File: config.mk
export PLATFORM = sky130hd
export DESIGN_NAME = spi_rx_cntrl
export DESIGN_NICKNAME = d
export VERILOG_FILES = /design/src/rtl/spi_pkg.sv /design/src/rtl/spi_rx_fifo.sv /design/src/rtl/spi_rx_cntrl.sv
export SDC_FILE = /design/constraint.sdc
export NUM_CORES = 1
export LEC_CHECK = 0
export BUFFER_PORTS_ARGS = -buffer_cell sky130_fd_sc_hd__buf_2
export CAP_MARGIN = 20
export CORE_AREA = 2 2 76 78
export CTS_CLUSTER_DIAMETER = 120
export DETAILED_ROUTE_END_ITERATION = 8
export DIE_AREA = 0 0 78 80
export PLACE_DENSITY = 0.72
export SLEW_MARGIN = 0
export SYNTH_ARGS = -nofsm -noshare
export SYNTH_HDL_FRONTEND = slang
export SYNTH_SLANG_ARGS = --single-unit
File: constraint.sdc
create_clock -name CLK -period 2.66 [get_ports CLK]
set_input_delay 0.532 -clock CLK [delete_from_list [all_inputs] [get_ports CLK]]
set_output_delay 0.532 -clock CLK [all_outputs]
set_load 0.05 [all_outputs]
File: src/rtl/spi_pkg.sv
// Shared SPI definitions: mode encodings, default sizes, RX FSM states and
// status-register bit positions used by the register controller.
package spi_pkg;

   localparam logic [1:0] MODE0 = 2'b00;  // {CPOL,CPHA}
   localparam logic [1:0] MODE1 = 2'b01;
   localparam logic [1:0] MODE2 = 2'b10;
   localparam logic [1:0] MODE3 = 2'b11;

   localparam int DEF_DATA_W     = 8;
   localparam int DEF_FIFO_DEPTH = 4;

   typedef enum logic {
      IDLE = 1'b0,
      RECV = 1'b1
   } rx_state_t;

   localparam int RX_OVF_BIT     = 0;
   localparam int RX_FRM_ERR_BIT = 1;
   localparam int RX_BUSY_BIT    = 2;

endpackage

File: src/rtl/spi_rx_fifo.sv
// Synchronous FIFO with registered head output; a pop on a full FIFO frees a
// slot for a push in the same cycle. Shared by the SPI RX and TX paths.
module spi_rx_fifo
   import spi_pkg::*;
#(
   parameter int DATA_W     = DEF_DATA_W,
   parameter int FIFO_DEPTH = DEF_FIFO_DEPTH
) (
   input  logic                          CLK,
   input  logic                          RST,
   input  logic                          push,
   input  logic [DATA_W-1:0]             push_data,
   input  logic                          pop,
   output logic [DATA_W-1:0]             head_data,
   output logic                          head_valid,
   output logic                          full,
   output logic                          empty,
   output logic [$clog2(FIFO_DEPTH):0]   level
);

   localparam int ADDR_W = $clog2(FIFO_DEPTH);
   localparam int LVL_W  = ADDR_W + 1;

   logic [DATA_W-1:0] mem [FIFO_DEPTH];
   logic [ADDR_W-1:0] wr_ptr, rd_ptr, rd_ptr_nxt;
   logic [LVL_W-1:0]  count, count_nxt, remain;
   logic              do_push, do_pop;
   logic [DATA_W-1:0] head_nxt;

   always_comb begin
      do_pop     = pop && (count != '0);
      do_push    = push && ((count != LVL_W'(FIFO_DEPTH)) || do_pop);
      rd_ptr_nxt = rd_ptr + ADDR_W'(do_pop);
      remain     = count - LVL_W'(do_pop);
      count_nxt  = remain + LVL_W'(do_push);
      head_nxt   = head_data;
      // With nothing left behind the popped entry, a concurrent push becomes the head.
      if (remain != '0)
         head_nxt = mem[rd_ptr_nxt];
      else if (do_push)
         head_nxt = push_data;
   end

   // NOTE: storage needs no reset; count and pointers alone define which entries are valid.
   always_ff @(posedge CLK) begin
      if (do_push)
         mem[wr_ptr] <= push_data;
   end

   always_ff @(posedge CLK or posedge RST) begin
      if (RST) begin
         wr_ptr     <= '0;
         rd_ptr     <= '0;
         count      <= '0;
         head_data  <= '0;
         head_valid <= 1'b0;
      end else begin
         wr_ptr     <= wr_ptr + ADDR_W'(do_push);
         rd_ptr     <= rd_ptr_nxt;
         count      <= count_nxt;
         head_data  <= head_nxt;
         head_valid <= (count_nxt != '0);
      end
   end

   assign full  = (count == LVL_W'(FIFO_DEPTH));
   assign empty = (count == '0);
   assign level = count;

endmodule

File: src/rtl/spi_rx_cntrl.sv
// SPI slave receiver: synchronises SCK/CS_N/MOSI into CLK, deserialises words
// into an RX FIFO. Define SPI_RX_LSB_FIRST_EN to shift words in LSB first.
module spi_rx_cntrl
   import spi_pkg::*;
#(
   parameter int DATA_W     = DEF_DATA_W,
   parameter int FIFO_DEPTH = DEF_FIFO_DEPTH,
   parameter int CPOL       = 0,
   parameter int CPHA       = 0
) (
   input  logic                          CLK,
   input  logic                          RST,
   input  logic                          SCK,
   input  logic                          CS_N,
   input  logic                          MOSI,
   input  logic                          rx_en,
   output logic [DATA_W-1:0]             rx_data,
   output logic                          rx_valid,
   input  logic                          rx_ready,
   output logic [$clog2(FIFO_DEPTH):0]   rx_level,
   output logic                          rx_ovf,
   output logic                          rx_frm_err,
   input  logic                          clr_flags,
   output logic                          rx_busy
);

   localparam int               CNT_W       = $clog2(DATA_W);
   localparam logic [CNT_W-1:0] LAST_BIT    = CNT_W'(DATA_W - 1);
   localparam logic [1:0]       SPI_MODE    = 2'(CPOL * 2 + CPHA);
   localparam bit               SAMPLE_RISE = (SPI_MODE == MODE0) || (SPI_MODE == MODE3);
   localparam logic             SCK_IDLE    = 1'(CPOL);

   logic [2:0]        sck_sync, cs_sync;
   logic [1:0]        mosi_sync;
   logic              sck_edge, cs_fall, cs_rise, mosi_bit;
   rx_state_t         state, state_nxt;
   logic              shift_en, frm_err_set;
   logic [CNT_W-1:0]  bit_cnt;
   logic [DATA_W-1:0] shift_reg, shift_nxt;
   logic              push_q, fifo_pop, fifo_full, fifo_empty, ovf_set;

   // NOTE: every flop in this design is written with <= so all stages update from pre-edge values.
   always_ff @(posedge CLK or posedge RST) begin
      if (RST) begin
         sck_sync  <= {3{SCK_IDLE}};
         cs_sync   <= 3'b111;
         mosi_sync <= '0;
      end else begin
         sck_sync  <= {sck_sync[1:0], SCK};
         cs_sync   <= {cs_sync[1:0], CS_N};
         mosi_sync <= {mosi_sync[0], MOSI};
      end
   end

   assign sck_edge = SAMPLE_RISE ? (sck_sync[1] & ~sck_sync[2]) : (~sck_sync[1] & sck_sync[2]);
   assign cs_fall  = ~cs_sync[1] & cs_sync[2];
   assign cs_rise  = cs_sync[1] & ~cs_sync[2];
   assign mosi_bit = mosi_sync[1];

   always_ff @(posedge CLK or posedge RST) begin
      if (RST)
         state <= IDLE;
      else
         state <= state_nxt;
   end

   // NOTE: defaults first so no path through the case leaves an output unassigned (no latch).
   always_comb begin
      state_nxt   = state;
      shift_en    = 1'b0;
      frm_err_set = 1'b0;
      case (state)
         IDLE: begin
            if (rx_en && cs_fall)
               state_nxt = RECV;
         end
         RECV: begin
            if (!rx_en) begin
               state_nxt = IDLE;
            end else if (cs_rise) begin
               state_nxt   = IDLE;
               frm_err_set = (bit_cnt != '0);
            end else begin
               shift_en = sck_edge;
            end
         end
         default: state_nxt = IDLE;
      endcase
   end

   always_comb begin
`ifdef SPI_RX_LSB_FIRST_EN
      shift_nxt = {mosi_bit, shift_reg[DATA_W-1:1]};
`else
      shift_nxt = {shift_reg[DATA_W-2:0], mosi_bit};
`endif
   end

   always_ff @(posedge CLK or posedge RST) begin
      if (RST) begin
         shift_reg <= '0;
         bit_cnt   <= '0;
         push_q    <= 1'b0;
      end else begin
         push_q <= shift_en && (bit_cnt == LAST_BIT);
         if (shift_en) begin
            shift_reg <= shift_nxt;
            bit_cnt   <= (bit_cnt == LAST_BIT) ? '0 : bit_cnt + CNT_W'(1);
         end else if (state_nxt != RECV) begin
            bit_cnt <= '0;
         end
      end
   end

   assign fifo_pop = rx_ready && !fifo_empty;
   assign ovf_set  = push_q && fifo_full && !fifo_pop;

   // Set wins over a coincident clear.
   always_ff @(posedge CLK or posedge RST) begin
      if (RST) begin
         rx_ovf     <= 1'b0;
         rx_frm_err <= 1'b0;
      end else begin
         rx_ovf     <= ovf_set | (rx_ovf & ~clr_flags);
         rx_frm_err <= frm_err_set | (rx_frm_err & ~clr_flags);
      end
   end

   assign rx_busy = (state == RECV);

   spi_rx_fifo #(
      .DATA_W     (DATA_W),
      .FIFO_DEPTH (FIFO_DEPTH)
   ) u_fifo (
      .CLK        (CLK),
      .RST        (RST),
      .push       (push_q),
      .push_data  (shift_reg),
      .pop        (fifo_pop),
      .head_data  (rx_data),
      .head_valid (rx_valid),
      .full       (fifo_full),
      .empty      (fifo_empty),
      .level      (rx_level)
   );

endmodule

==> run_results.csv <==
group,metric,value,unit
worst_setup_path,critPathMostFrequentCell,"ha_1",
worst_setup_path,r2r_cells,7,
worst_setup_path,cp_slowest_cell,"a31oi_1",
synth,yosys_warnings,0,
floorplan,start_util,52.8,%
layout,fin_cells,317,
synth,syn_area,2860,um2
layout,syn_to_final_growth,12.6,%
floorplan,die-area,6240,um2
pwr,seq_power_share,41.0,%
worst_setup_path,critical_path_arrival,2.47,ns
timing,finalCritPeriodShare,85.3,%
place,gp_congestion,0.744,
clocking,post_cts_buffers,0,
synth,netlist_instances,206,
floorplan,io_pins,23,
pwr,combPwrFrac,37.0,%
global_route,grt_pass1_vias,1665,
run_status,status,"finished clean",
worst_hold_path,hold_path_class,"input port to register",
clocking,cts_tree,"built",
pwr,power_density,1030,nW/um2
floorplan,num_rows,27,
worst_setup_path,cp-end-kind,"register",
worst_setup_path,cpPeakStageDelay,0.51,ns
timing,layout_setup_ws,0.392,ns
synth,async_flop_share,54.9,%
worst_setup_path,crit_path_start_kind,"register",
worst_setup_path,rr_endpoint,"u_fifo.head_data[5]",
clocking,ctsHoldBuffers,0,
worst_setup_path,cp_num_buf_inv,0,
timing,holdWs,0.289,ns
synth,yosysTopAreaCellShare,33.7,%
timing,slew_violations,0,
clocking,root_buffer,"clkbuf_8",
worst_setup_path,path_class,"register to register",
synth,syn_nets,223,
timing,worstMarginPinSlew,0.631,ns
worst_setup_path,timing.reg2reg.setup_slack,0.39,ns
clocking,cts_buffer_depth,2,
worst_setup_path,worstPathMaxFanout,8,
worst_setup_path,crit_path_cell_trace,"o31a_1 > ha_1 > ha_1 > xnor2_1 > a31oi_1 > and3_1 > a221oi_1",
clocking,cts.clk_slew.worst_paths,0.07,ns
timing,setup_viol,0,
drt,first_pass_iters,4,
synth,ys_seq_elements,71,
timing,hold_viol,0,
drt,via_per_inst,5.11,
synth,yosysMostFrequentCell,"nand2_1",
global_route,grt_max_degree,40,
floorplan,dieHeight,80,um
worst_hold_path,min_path_cells,1,
place,dp_slack,0.369,ns
global_route,grt_pass1_wl,8100,um
drt,wl_per_cell,15.2,um
worst_setup_path,cp-endpoint,"u_fifo.head_data[5]",
drt,drc,0,
synth,synth_ff_type,"dfrtp_1",
worst_setup_path,cp_data_required_time,2.86,ns
layout,filler_cell_count,458,
global_route,grt-ovfl-total,0,
clocking,clock-sinks,71,
worst_setup_path,path_depth,7,
drt,drt_wl_total,4820,um
pwr,vdd_drop_max,0.000447,V
drt,first_iter_violations,135,
pwr,leakage,0.00147,uW
synth,synth_edf_count,32,
synth,synth_top_cell_by_area,"edfxtp_1",
layout,register_area,1940,um2
clocking,cts_resized,0,
layout,diodes,0,
timing,finClkSkew,0.00986,ns
clocking,numCtsBuffers,9,
drt,via_count,1619,
timing,rsz0062_at_grt,"false",
clocking,clk_latency,0.34,ns
worst_setup_path,r2r_start,"u_fifo.level[2]",
synth,synthTopCellsByCount,"nand2_1, dfrtp_1, edfxtp_1",
pwr,p_int,2060,uW
place,dp.cells,301,
drt,final_antenna_net_count,0,
worst_setup_path,worstSetupStartpoint,"u_fifo.level[2]",
timing,slew_headroom,57.6,%
layout,fin_util,59.5,%
pwr,switchingPower,1250,uW
place,numPortBuffers,22,
layout,drive_gt1_share,21.2,%
synth,avgSynthCellArea,13.9,um2
clocking,cts_htree_levels,3,
synth,ys_types,35,
layout,multiInputGateArea,802,um2
timing,max_clock_freq,0.441,GHz
pwr,switching_share,37.8,%
floorplan,core_area,5410,um2
global_route,grt_use_total,17.6,%
worst_setup_path,critical-path-top-delay-family,"compound AO/OA/AOI/OAI gates",
place,post-dp-hpwl,3240,um
timing,setup-tns-final,0,ns
floorplan,die_x,78,um
job,cap_violations,0,
synth,seq_area_frac_synth,68.0,%
layout,largest_register_ffs,32,
pwr,power.share.clock,22.0,%
synth,synthTopCellsByArea,"edfxtp_1, dfrtp_1, nand2_1",
global_route,antenna_found_initial,0,
timing,finalCriticalPeriod,2.27,ns
layout,layout.nets,257,
[how the worst min path moves through the flow]
stage            startpoint            to  slack [ns]
2_1_floorplan  mosi_sync[0]  mosi_sync[1]        0.33
3_3_place_gp    sck_sync[0]   sck_sync[1]        0.33
3_5_place_dp    sck_sync[0]   sck_sync[1]        0.34
4_1_cts                CS_N    cs_sync[0]        0.27
5_1_grt                CS_N    cs_sync[0]        0.27
6_report               CS_N    cs_sync[0]        0.29
[metrics by stage]
step	instance area (um2)	total power, uW
4_1_cts	3210	3350
2_1_floorplan	2860	2360
3_3_place_gp	3050	2600
6_report	3210	3320
3_5_place_dp	3050	2620
5_1_grt	3210	3500
[per-layer routing]
metal	global-route usage (%)	vias to the layer above	wire length (um)
met1	22.7	794	2270
met3	4.52	11	156
met5	0	-	0
li1	-	793	-
met4	8.42	0	91
met2	27.9	21	2300
[cell type report]
class,count,share of cell area [%]
well taps,72,2.80
clock buffers,12,4.52
flip-flops and latches,71,60.4
multi-input cells,116,25.0
repair buffers,28,4.83
inverters,14,1.79
clock inverters,4,0.740
[placed cells by master (no fill, tap or decap), types with 2 or more instances in the layout]
cell type  Yosys  layout
a221oi_1       7       7
nand2_1       47      47
buf_4          1       6
clkinv_2       0       3
inv_4          2       2
buf_2          0      22
edfxtp_1      32      32
ha_1           9       9
o31ai_1        2       2
inv_1         12      12
o21ai_1        2       2
nor2b_1        2       2
dfrtp_1       36      36
mux2i_1       16      16
and3_1        10      10
clkbuf_1       2       2
xnor2_1        2       2
clkbuf_8       0      10
nand4_1        2       2
dfstp_2        3       3
[power by group through the flow]
stage | Clock [uW] | Sequential [uW] | Combinational, uW
6_report | 730 | 1360 | 1230
4_1_cts | 753 | 1360 | 1230
3_5_place_dp | 0 | 1380 | 1230
5_1_grt | 790 | 1380 | 1330
2_1_floorplan | 0 | 1650 | 714
3_3_place_gp | 0 | 1380 | 1220
[cells by family (layout without fill, tap and decap cells)]
| logic type | after synthesis | after routing | share of synthesized area [%] |
|---|---|---|---|
| AO/OA/AOI/OAI | 15 | 15 | 4.38 |
| flip-flops | 71 | 71 | 68.0 |
| multiplexers | 16 | 16 | 5.61 |
| XOR/XNOR | 4 | 4 | 1.49 |
| adder cells (fa/ha/maj) | 10 | 10 | 4.29 |
| buffers and inverters | 19 | 58 | 3.94 |
| AND/OR/NAND/NOR | 71 | 71 | 12.3 |
No activity file was read; power rests on OpenSTA's default activity.
